==> config.mk <==
export PLATFORM = sky130hd
export DESIGN_NAME = pix_stream_out
export DESIGN_NICKNAME = d
export VERILOG_FILES = /design/src/rtl/pix_stream_out.sv
export SDC_FILE = /design/constraint.sdc
export NUM_CORES = 1
export LEC_CHECK = 0
export ABC_AREA = 1
export CORE_ASPECT_RATIO = 1.1
export CORE_MARGIN = 2
export CORE_UTILIZATION = 40
export CTS_BUF_LIST = sky130_fd_sc_hd__clkbuf_8
export DETAILED_ROUTE_END_ITERATION = 10
export SYNTH_ARGS = -nofsm -noshare
export SYNTH_HDL_FRONTEND = slang
export SYNTH_SLANG_ARGS = --single-unit
==> constraint.sdc <==
create_clock -name CLK -period 5.15 [get_ports CLK]
set_input_delay 1.03 -clock CLK [delete_from_list [all_inputs] [get_ports CLK]]
set_output_delay 1.03 -clock CLK [all_outputs]
set_load 0.05 [all_outputs]
==> src/rtl/pix_stream_out.sv <==
`default_nettype none
// ============================================================================
//  Module   : pix_stream_out
//  Purpose  : Raster-order readout of the pixel array through a 1-cycle
//             synchronous read port. Pixels leave on a valid/ready stream
//             with end-of-row and end-of-frame markers. A 2-entry output
//             buffer hides the read latency, so the stream can run at one
//             pixel per cycle under backpressure.
//  Revision : 1.0 - initial release
// ============================================================================
module pix_stream_out #(
  parameter int IMAGE_WIDTH  = 120,
  parameter int IMAGE_HEIGHT = 120,
  parameter int PIX_SIZE     = 8,
  parameter int BASE_ADDR    = 0
) (
  input  logic                CLK,
  input  logic                RST,
  input  logic                start,
  output logic                busy,
  output logic                done,
  output logic                mem_ren,
  output logic [15:0]         mem_addr,
  input  logic [PIX_SIZE-1:0] mem_rd,
  output logic [PIX_SIZE-1:0] pix_data,
  output logic                pix_valid,
  input  logic                pix_ready,
  output logic                pix_eol,
  output logic                pix_last
);

  localparam int c_num_pix = IMAGE_WIDTH * IMAGE_HEIGHT;
  localparam int c_col_w   = (IMAGE_WIDTH  > 1) ? $clog2(IMAGE_WIDTH)  : 1;
  localparam int c_row_w   = (IMAGE_HEIGHT > 1) ? $clog2(IMAGE_HEIGHT) : 1;

  localparam logic [c_col_w-1:0] c_last_col = c_col_w'(IMAGE_WIDTH - 1);
  localparam logic [c_row_w-1:0] c_last_row = c_row_w'(IMAGE_HEIGHT - 1);
  localparam logic [15:0]        c_last_idx = 16'(c_num_pix - 1);
  localparam logic [15:0]        c_base     = 16'(BASE_ADDR);

  // Geometry must be non-empty and the whole frame must sit in the 16-bit index space.
  generate
    if (IMAGE_WIDTH < 1 || IMAGE_HEIGHT < 1 || PIX_SIZE < 1 || BASE_ADDR < 0 ||
        (BASE_ADDR + c_num_pix - 1) > 65535) begin : g_bad_params
      $error("pix_stream_out: illegal image geometry or base address");
    end
  endgenerate

  typedef enum logic [1:0] {
    ST_IDLE  = 2'd0,
    ST_READ  = 2'd1,
    ST_FLUSH = 2'd2,
    ST_DONE  = 2'd3
  } state_t;

  state_t               state_q, state_d;
  logic [15:0]          idx_q, idx_d;           // index of the next read to issue
  logic [c_col_w-1:0]   col_q, col_d;           // column tag of the next read
  logic [c_row_w-1:0]   row_q, row_d;           // row tag of the next read
  logic                 inflight_q, inflight_d; // a read was issued last cycle
  logic                 infl_eol_q, infl_eol_d;
  logic                 infl_last_q, infl_last_d;

  logic [1:0]           cnt_q, cnt_d;           // buffer occupancy 0..2
  logic                 wr_ptr_q, wr_ptr_d;
  logic                 rd_ptr_q, rd_ptr_d;
  logic [PIX_SIZE-1:0]  buf_data_q [2];
  logic [PIX_SIZE-1:0]  buf_data_d [2];
  logic [1:0]           buf_eol_q, buf_eol_d;
  logic [1:0]           buf_last_q, buf_last_d;

  logic                 push;
  logic                 pop;
  logic [2:0]           occ_after;              // occupancy the buffer would reach counting the read in flight

  assign pix_valid = (cnt_q != 2'd0);
  assign pix_data  = buf_data_q[rd_ptr_q];
  assign pix_eol   = pix_valid & buf_eol_q[rd_ptr_q];
  assign pix_last  = pix_valid & buf_last_q[rd_ptr_q];
  assign mem_addr  = c_base + idx_q;

  assign push      = inflight_q;
  assign pop       = pix_valid & pix_ready;
  assign occ_after = {1'b0, cnt_q} + {2'b00, inflight_q} - {2'b00, pop};

  // Frame state register.
  always_ff @(posedge CLK or posedge RST) begin
    if (RST) state_q <= ST_IDLE;
    else     state_q <= state_d;
  end

  // Frame sequencing: read issue, raster tags and handshake-driven completion.
  always_comb begin
    state_d     = state_q;
    idx_d       = idx_q;
    col_d       = col_q;
    row_d       = row_q;
    inflight_d  = 1'b0;
    infl_eol_d  = infl_eol_q;
    infl_last_d = infl_last_q;
    mem_ren     = 1'b0;
    busy        = 1'b0;
    done        = 1'b0;
    case (state_q)
      ST_IDLE: begin
        if (start) begin
          state_d = ST_READ;
          idx_d   = 16'd0;
          col_d   = '0;
          row_d   = '0;
        end
      end
      ST_READ: begin
        busy = 1'b1;
        // Only issue when the buffer is guaranteed a free slot for the returning data.
        if (occ_after < 3'd2) begin
          mem_ren     = 1'b1;
          inflight_d  = 1'b1;
          infl_eol_d  = (col_q == c_last_col);
          infl_last_d = (col_q == c_last_col) && (row_q == c_last_row);
          if (col_q == c_last_col) begin
            col_d = '0;
            row_d = row_q + 1'b1;
          end else begin
            col_d = col_q + 1'b1;
          end
          if (idx_q == c_last_idx) state_d = ST_FLUSH;
          else                     idx_d   = idx_q + 16'd1;
        end
      end
      ST_FLUSH: begin
        busy = 1'b1;
        // Leave as soon as the final pop empties the buffer, so done follows the last beat directly.
        if (!inflight_q && cnt_d == 2'd0) state_d = ST_DONE;
      end
      ST_DONE: begin
        done    = 1'b1;
        state_d = ST_IDLE;
        idx_d   = 16'd0;
      end
      default: state_d = ST_IDLE;
    endcase
  end

  // Output buffer: read data lands in the tail slot, the head slot drives the stream.
  always_comb begin
    cnt_d      = cnt_q + {1'b0, push} - {1'b0, pop};
    wr_ptr_d   = wr_ptr_q ^ push;
    rd_ptr_d   = rd_ptr_q ^ pop;
    buf_data_d = buf_data_q;
    buf_eol_d  = buf_eol_q;
    buf_last_d = buf_last_q;
    if (push) begin
      buf_data_d[wr_ptr_q] = mem_rd;
      buf_eol_d[wr_ptr_q]  = infl_eol_q;
      buf_last_d[wr_ptr_q] = infl_last_q;
    end
  end

  // Datapath registers; reset aborts any read in flight and empties the buffer.
  always_ff @(posedge CLK or posedge RST) begin
    if (RST) begin
      idx_q       <= 16'd0;
      col_q       <= '0;
      row_q       <= '0;
      inflight_q  <= 1'b0;
      infl_eol_q  <= 1'b0;
      infl_last_q <= 1'b0;
      cnt_q       <= 2'd0;
      wr_ptr_q    <= 1'b0;
      rd_ptr_q    <= 1'b0;
      buf_data_q  <= '{default: '0};
      buf_eol_q   <= 2'b00;
      buf_last_q  <= 2'b00;
    end else begin
      idx_q       <= idx_d;
      col_q       <= col_d;
      row_q       <= row_d;
      inflight_q  <= inflight_d;
      infl_eol_q  <= infl_eol_d;
      infl_last_q <= infl_last_d;
      cnt_q       <= cnt_d;
      wr_ptr_q    <= wr_ptr_d;
      rd_ptr_q    <= rd_ptr_d;
      buf_data_q  <= buf_data_d;
      buf_eol_q   <= buf_eol_d;
      buf_last_q  <= buf_last_d;
    end
  end

endmodule
`default_nettype wire
==> run summary, run 1 <==
Post-CTS Repair Setup Buffers = 0
placed cell area = 3810 um^2
Setup crit start kind = primary input
H-tree Lvls = 3
syn nets = 435
CTS Sinks = 59
antenna violations before repair = 0
pre-CTS setup slack = 0.872 ns
HPWL after detailed placement = 4710 um
global placement routability congestion = 0.817
Final Worst Setup Slack = 0.872 ns
Synth warnings = 0
Power Total = 2.20 mW
CTS tree = done
cts repair resizes = 0
vias in the first global route = 2516
DR pass1 iterations = 4
CP Capture Type = primary output
endpoints failing setup = 0
worst skew pair latency = 0.33 ns
final hold violations = 0
Die ar. = 9110 um^2
final core utilization = 50.1%
crit path time final = 4.28 ns
register area = 1480 um^2
Netlist cell types = 29
Longest Clk Path Bufs = 2
PortBufs = 41
DR DRC count = 0
Mapped Area = 3340 um^2
worst endpoint required time = 4.12 ns
Crit Path Class = in2out
Setup TNS = 0 ns
final clock skew = 0.0135 ns
Post-synth ARST share = 100%
syn avg cell area = 8.15 um^2
I/O pin total = 42
Synth Flop Type = dfrtp_1
# hold bufs at CTS = 0
die span in y = 99.9 um
Fillers = 802
# rows = 34
Post-DRT Antenna Nets = 0
RSZ-0062 raised after global routing = no
first-pass GRT wire length = 11800 um
CTS root buffer = clkbuf_8
Tightest Pin Transition = 0.754 ns
drt total wl = 6730 um
relative slew slack = 49.7%
Period Utilization, post-route = 83.1%
gr usage total = 15.8%
chip width = 91.2 um
Seq/Total Area, Yosys = 44.2%
Area growth, synth to finish = 19.9%
Cell Count, Final, Fillers Out = 565
WP data arrival = 3.25 ns
synthesis-stage register bit count = 59
placed insts = 549
TritonCTS Buffers = 9
number of synthesized flops with an enable pin = 0
layout cells sized above 1 = 13.8%
drt initial violations = 125
PwrDens = 548 nW/um^2
Core Footprint = 8000 um^2
Worst VDD drop = 0.191 mV
Yosys top cell area share = 44.2%
Vias = 2724
maxcap violations = 0
Syn Inst Count = 410
outcome = finished, final reports clean
# diodes = 0
Hold Crit Class = reg2reg
top cells by area, synth = dfrtp_1 44%, nand2_1 12%, inv_1 5.4%
Worst Hold Slack = 0.484 ns
Worst-path clk slew = 0.06 ns
max-slew violation count = 0
FMAX = 234 MHz
vias per std cell = 4.82
Max Fanout on Critical Path = 5
Leak = 1.81 nW
drt wl/cell = 11.9 um
most area-hungry cell type in the Yosys netlist = dfrtp_1
final net count = 477
Multi-input gate area = 1580 um^2
Starting Density = 41.8%
maximum number of pins on one net before global-route repair = 60
cell area after layout = 4010 um^2
grt total ovfl = 0
cell usage in the layout (no fill, tap or decap):
cell	n
a21o_1	1
a21oi_1	12
a21oi_4	1
buf_4	3
bufinv_16	1
clkbuf_8	9
clkdlybuf4s50_1	40
clkinv_2	1
clkinv_4	2
clkinvlp_4	2
dfrtp_1	59
fa_1	1
ha_1	12
inv_1	47
inv_2	5
inv_6	1
mux2_2	10
mux2i_1	1
nand2_1	109
nand2_2	3
nand3_1	20
nand3_4	2
nand3b_1	2
nand4_1	9
nor2_1	39
nor2_2	1
nor3_1	1
o21ai_0	35
o21ai_2	20
o21bai_1	3
o31ai_1	1
or2_2	2
xnor2_1	1
xor2_1	1
metal layers:
| metal | global-route usage [%] | vias to the layer above | routed length, um |
|---|---|---|---|
| met4 | 5.36 | 0 | 85 |
| met5 | 0 | - | 0 |
| li1 | - | 1403 | - |
| met2 | 25.0 | 53 | 3040 |
| met3 | 2.70 | 11 | 247 |
| met1 | 22.1 | 1257 | 3360 |
sequential cells by signal, indices dropped and copies added, names as in the netlist:
name / count
buf_data_q: 16
inflight_q: 1
rd_ptr_q: 1
idx_q: 16
wr_ptr_q: 1
infl_eol_q: 1
col_q: 7
row_q: 7
buf_eol_q: 2
buf_last_q: 2
infl_last_q: 1
cnt_q: 2
state_q: 2
Yosys cell counts (2+ instances only):
| cell | instances |
|---|---|
| o21ai_0 | 35 |
| a21oi_1 | 12 |
| inv_1 | 48 |
| mux2_2 | 10 |
| nand2_2 | 3 |
| nand3_1 | 20 |
| clkbuf_1 | 6 |
| nor2_1 | 39 |
| dfrtp_1 | 59 |
| buf_6 | 5 |
| inv_2 | 4 |
| nand3b_1 | 2 |
| o21ai_2 | 20 |
| nand2_1 | 109 |
| nand4_1 | 9 |
| o21bai_1 | 3 |
| or2_2 | 2 |
| nand3_4 | 2 |
| ha_1 | 12 |
worst max-delay path, cell delays in order:
cell	delay, ns
clkdlybuf4s50_1	0.40
nand2_1	0.10
inv_1	0.05
ha_1	0.26
inv_1	0.04
ha_1	0.18
fa_1	0.48
inv_1	0.12
nand3_4	0.11
nor2_1	0.23
buf_4	0.25
layout make-up:
class	instances	area share (%)
Clock inverter	7	1.90
Sequential cell	59	36.8
Clock buffer	9	3.09
Multi-Input combinational cell	287	39.4
Tap cell	108	3.37
Inverter	52	4.87
Timing Repair Buffer	43	10.5
cells by family (layout without fill, tap and decap cells):
kind of cell | after synthesis | after routing | share of synthesized area [%]
simple gates | 188 | 188 | 24.1
compound gates | 73 | 73 | 13.9
buf+inv | 64 | 111 | 8.61
flops | 59 | 59 | 44.2
fa+ha+maj | 13 | 13 | 5.09
mux | 11 | 11 | 3.67
xor+xnor | 2 | 2 | 0.524
power breakdown:
group          switching (mW)  internal (mW)  total [mW]
registers              0.0834          0.575       0.658
logic                   0.766          0.349        1.11
clock network           0.200          0.226       0.425
final timing paths:
kind	startpoint	endpoint	slack, ns	cells after the start
max reg2reg	cnt_q[1]$_DFF_PP0_	idx_q[6]$_DFFE_PP0P_	2.21	14
min in group asynchronous	RST	idx_q[6]$_DFFE_PP0P_	1.23	3
max in group asynchronous	RST	col_q[5]$_DFFE_PP0P_	3.41	3
min	row_q[3]$_DFFE_PP0P_	row_q[3]$_DFFE_PP0P_	0.48	2
min reg2reg	row_q[3]$_DFFE_PP0P_	row_q[3]$_DFFE_PP0P_	0.48	2
max	pix_ready	mem_ren	0.87	11
Note: power is estimated with default switching activity, not from simulation.
==> run 2, diff against run 1 <==
- clock period: 5.15 -> 3.6 ns (I/O delays scaled with it)
==> run 2 against run 1 <==
  * Via count is 0.40% lower
  * Register-to-register slack worse by 1.5 ns
  * Clock skew is 0.0061 ns lower
  * First-iteration DRC count is 20% higher
  * Clock-buffer cell count stayed put
  * Critical endpoint unchanged
  * Largest cell class unchanged
  * Largest power group unchanged
  * Highest routed layer unchanged
==> run summary, run 2 (synthesis gave the netlist of run 1 again) <==
Starting Density = 41.8% (unchanged)
max-slew violation count = 0 (unchanged)
register area = 1480 um^2 (unchanged)
Vias = 2713 (-0.40%)
outcome = finished, final reports clean
H-tree Lvls = 3 (unchanged)
Fillers = 818 (+2.0%)
most frequent cells in the layout = 109 x nand2_1, 59 x dfrtp_1, 47 x inv_1
final core utilization = 51.0% (+0.83 points)
HPWL after detailed placement = 4800 um (+2.0%)
Die ar. = 9110 um^2 (unchanged)
PwrDens = 806 nW/um^2 (+47%)
relative slew slack = 50.5% (+0.82 points)
DR DRC count = 0 (unchanged)
grt total ovfl = 0 (unchanged)
die span in y = 99.9 um (unchanged)
P_sw = 1.50 mW (+43%)
Seq pwr share = 28.6% (-1.3 points)
P_int = 1.78 mW (+55%)
drt total wl = 6860 um (+1.9%)
Leak = 1.84 nW (+1.5%)
CTS root buffer = clkbuf_8
drt wl/cell = 12.1 um (+1.4%)
Worst-path clk slew = 0.07 ns (about the same)
# diodes = 0 (unchanged)
crit path time final = 3.46 ns
antenna violations before repair = 0 (unchanged)
TritonCTS Buffers = 9 (unchanged)
worst skew pair latency = 0.34 ns (about the same)
drt initial violations = 150 (+20%)
gr usage total = 16.0% (+0.20 points)
most common cell after layout, fill and taps aside = nand2_1
Multi-input gate area = 1580 um^2 (+0.16%)
PortBufs = 41 (unchanged)
Comb pwr share = 51.4% (+0.7 points)
endpoints failing setup = 0 (unchanged)
Longest Clk Path Bufs = 2 (unchanged)
met1 wire length = 3360 um (about the same)
# rows = 34 (unchanged)
global placement routability congestion = 0.830 (+1.6%)
Post-DRT Antenna Nets = 0 (unchanged)
vias per std cell = 4.78 (-0.93%)
final hold violations = 0 (unchanged)
FMAX = 289 MHz
layout cells sized above 1 = 14.6% (+0.78 points)
Area growth, synth to finish = 21.9%
Core Footprint = 8000 um^2 (unchanged)
final net count = 480 (+0.63%)
I/O pin total = 42 (unchanged)
WP data arrival = 2.74 ns (-0.51 ns)
vias in the first global route = 2590 (+2.9%)
WL met2 = 3210 um (+5.7%)
maxcap violations = 0 (unchanged)
CTS Sinks = 59 (unchanged)
final clock skew = 0.00737 ns (-0.00611 ns)
CTS tree = done
first-pass GRT wire length = 11900 um (+0.47%)
Switching Share = 45.7% (-2.0 points)
top sig layer = met4
Met3 Routed Length = 209 um (-15%)
Setup TNS = 0 ns (unchanged)
Tightest Pin Transition = 0.742 ns (-0.0123 ns)
DR pass1 iterations = 4 (unchanged)
maximum number of pins on one net before global-route repair = 60 (unchanged)
Crit Path Class = in2out
Setup crit start kind = primary input
worst endpoint required time = 2.88 ns (-1.24 ns)
Post-CTS Repair Setup Buffers = 0 (unchanged)
Clk pwr share = 20.1% (+0.7 points)
Worst VDD drop = 0.437 mV (+130%)
Largest regs = buf_data_q x16, idx_q x16
RSZ-0062 raised after global routing = no
CP Capture Type = primary output
Max Fanout on Critical Path = 3 (-2)
Period Utilization, post-route = 96.1%
Hold Crit Class = reg2reg
chip width = 91.2 um (unchanged)
## run 2: worst paths after layout
check	start	end	slack [ns]	depth (start not counted)
min in group asynchronous	RST	idx_q[4]$_DFFE_PP0P_	0.91	3
max in group asynchronous	RST	wr_ptr_q$_DFF_PP0_	2.20	3
hold / removal	row_q[3]$_DFFE_PP0P_	row_q[3]$_DFFE_PP0P_	0.50	2
setup / recovery	pix_ready	mem_ren	0.14	11
setup reg to reg	cnt_q[1]$_DFF_PP0_	row_q[5]$_DFFE_PP0P_	0.73	17
hold reg to reg	row_q[3]$_DFFE_PP0P_	row_q[3]$_DFFE_PP0P_	0.50	2
## run 2: cell type report
class	count	share of cell area [%]
clock buffers	9	3.04
clock inverters	7	2.27
inverters	52	4.79
multi-input cells	287	38.8
flip-flops and latches	59	36.2
well taps	108	3.32
repair buffers	46	11.5
## run 2: critical path: stages
cell and delay, ns:
clkdlybuf4s50_1 0.40, nand2_1 0.10, inv_1 0.05, ha_1 0.26, inv_1 0.04, ha_1 0.18, fa_1 0.47, inv_1 0.11
nand3_4 0.08, nor2_2 0.16, buf_12 0.16
## run 2: power groups by stage
stage	Clock, mW	Combinational, mW	Sequential, mW
after floorplan	0	1.31	0.942
after global placement	0	1.68	0.948
after detailed placement	0	1.69	0.954
after CTS	0.682	1.70	0.939
after global routing	0.711	1.84	0.964
final	0.660	1.69	0.938
## run 2: through the flow
stage	total power [mW]	cell area (um^2)	hold slack, ns	std cells	setup WS [ns]
after CTS	3.32	4070	0.501	568	0.0369
final	3.29	4080	0.497	568	0.142
after global placement	2.63	3860	0.467	552	0.0456
after floorplan	2.25	3340	0.455	410	0.120
after detailed placement	2.65	3860	0.484	552	0.0544
after global routing	3.52	4080	0.523	568	0.00323
## run 2: repair_timing
item | in CTS | in global routing
hold buffers | 0 | 0
resized for setup | 0 | 1
endpoints found under the hold margin | 0 | 0
endpoints found under the setup margin | 0 | 1
## run 2: layer usage
metal	GRT usage [%]	vias to the layer above
li1	-	1412
met1	21.4	1251
met2	25.9	41
met3	3.53	9
met4	5.48	0
met5	0	-
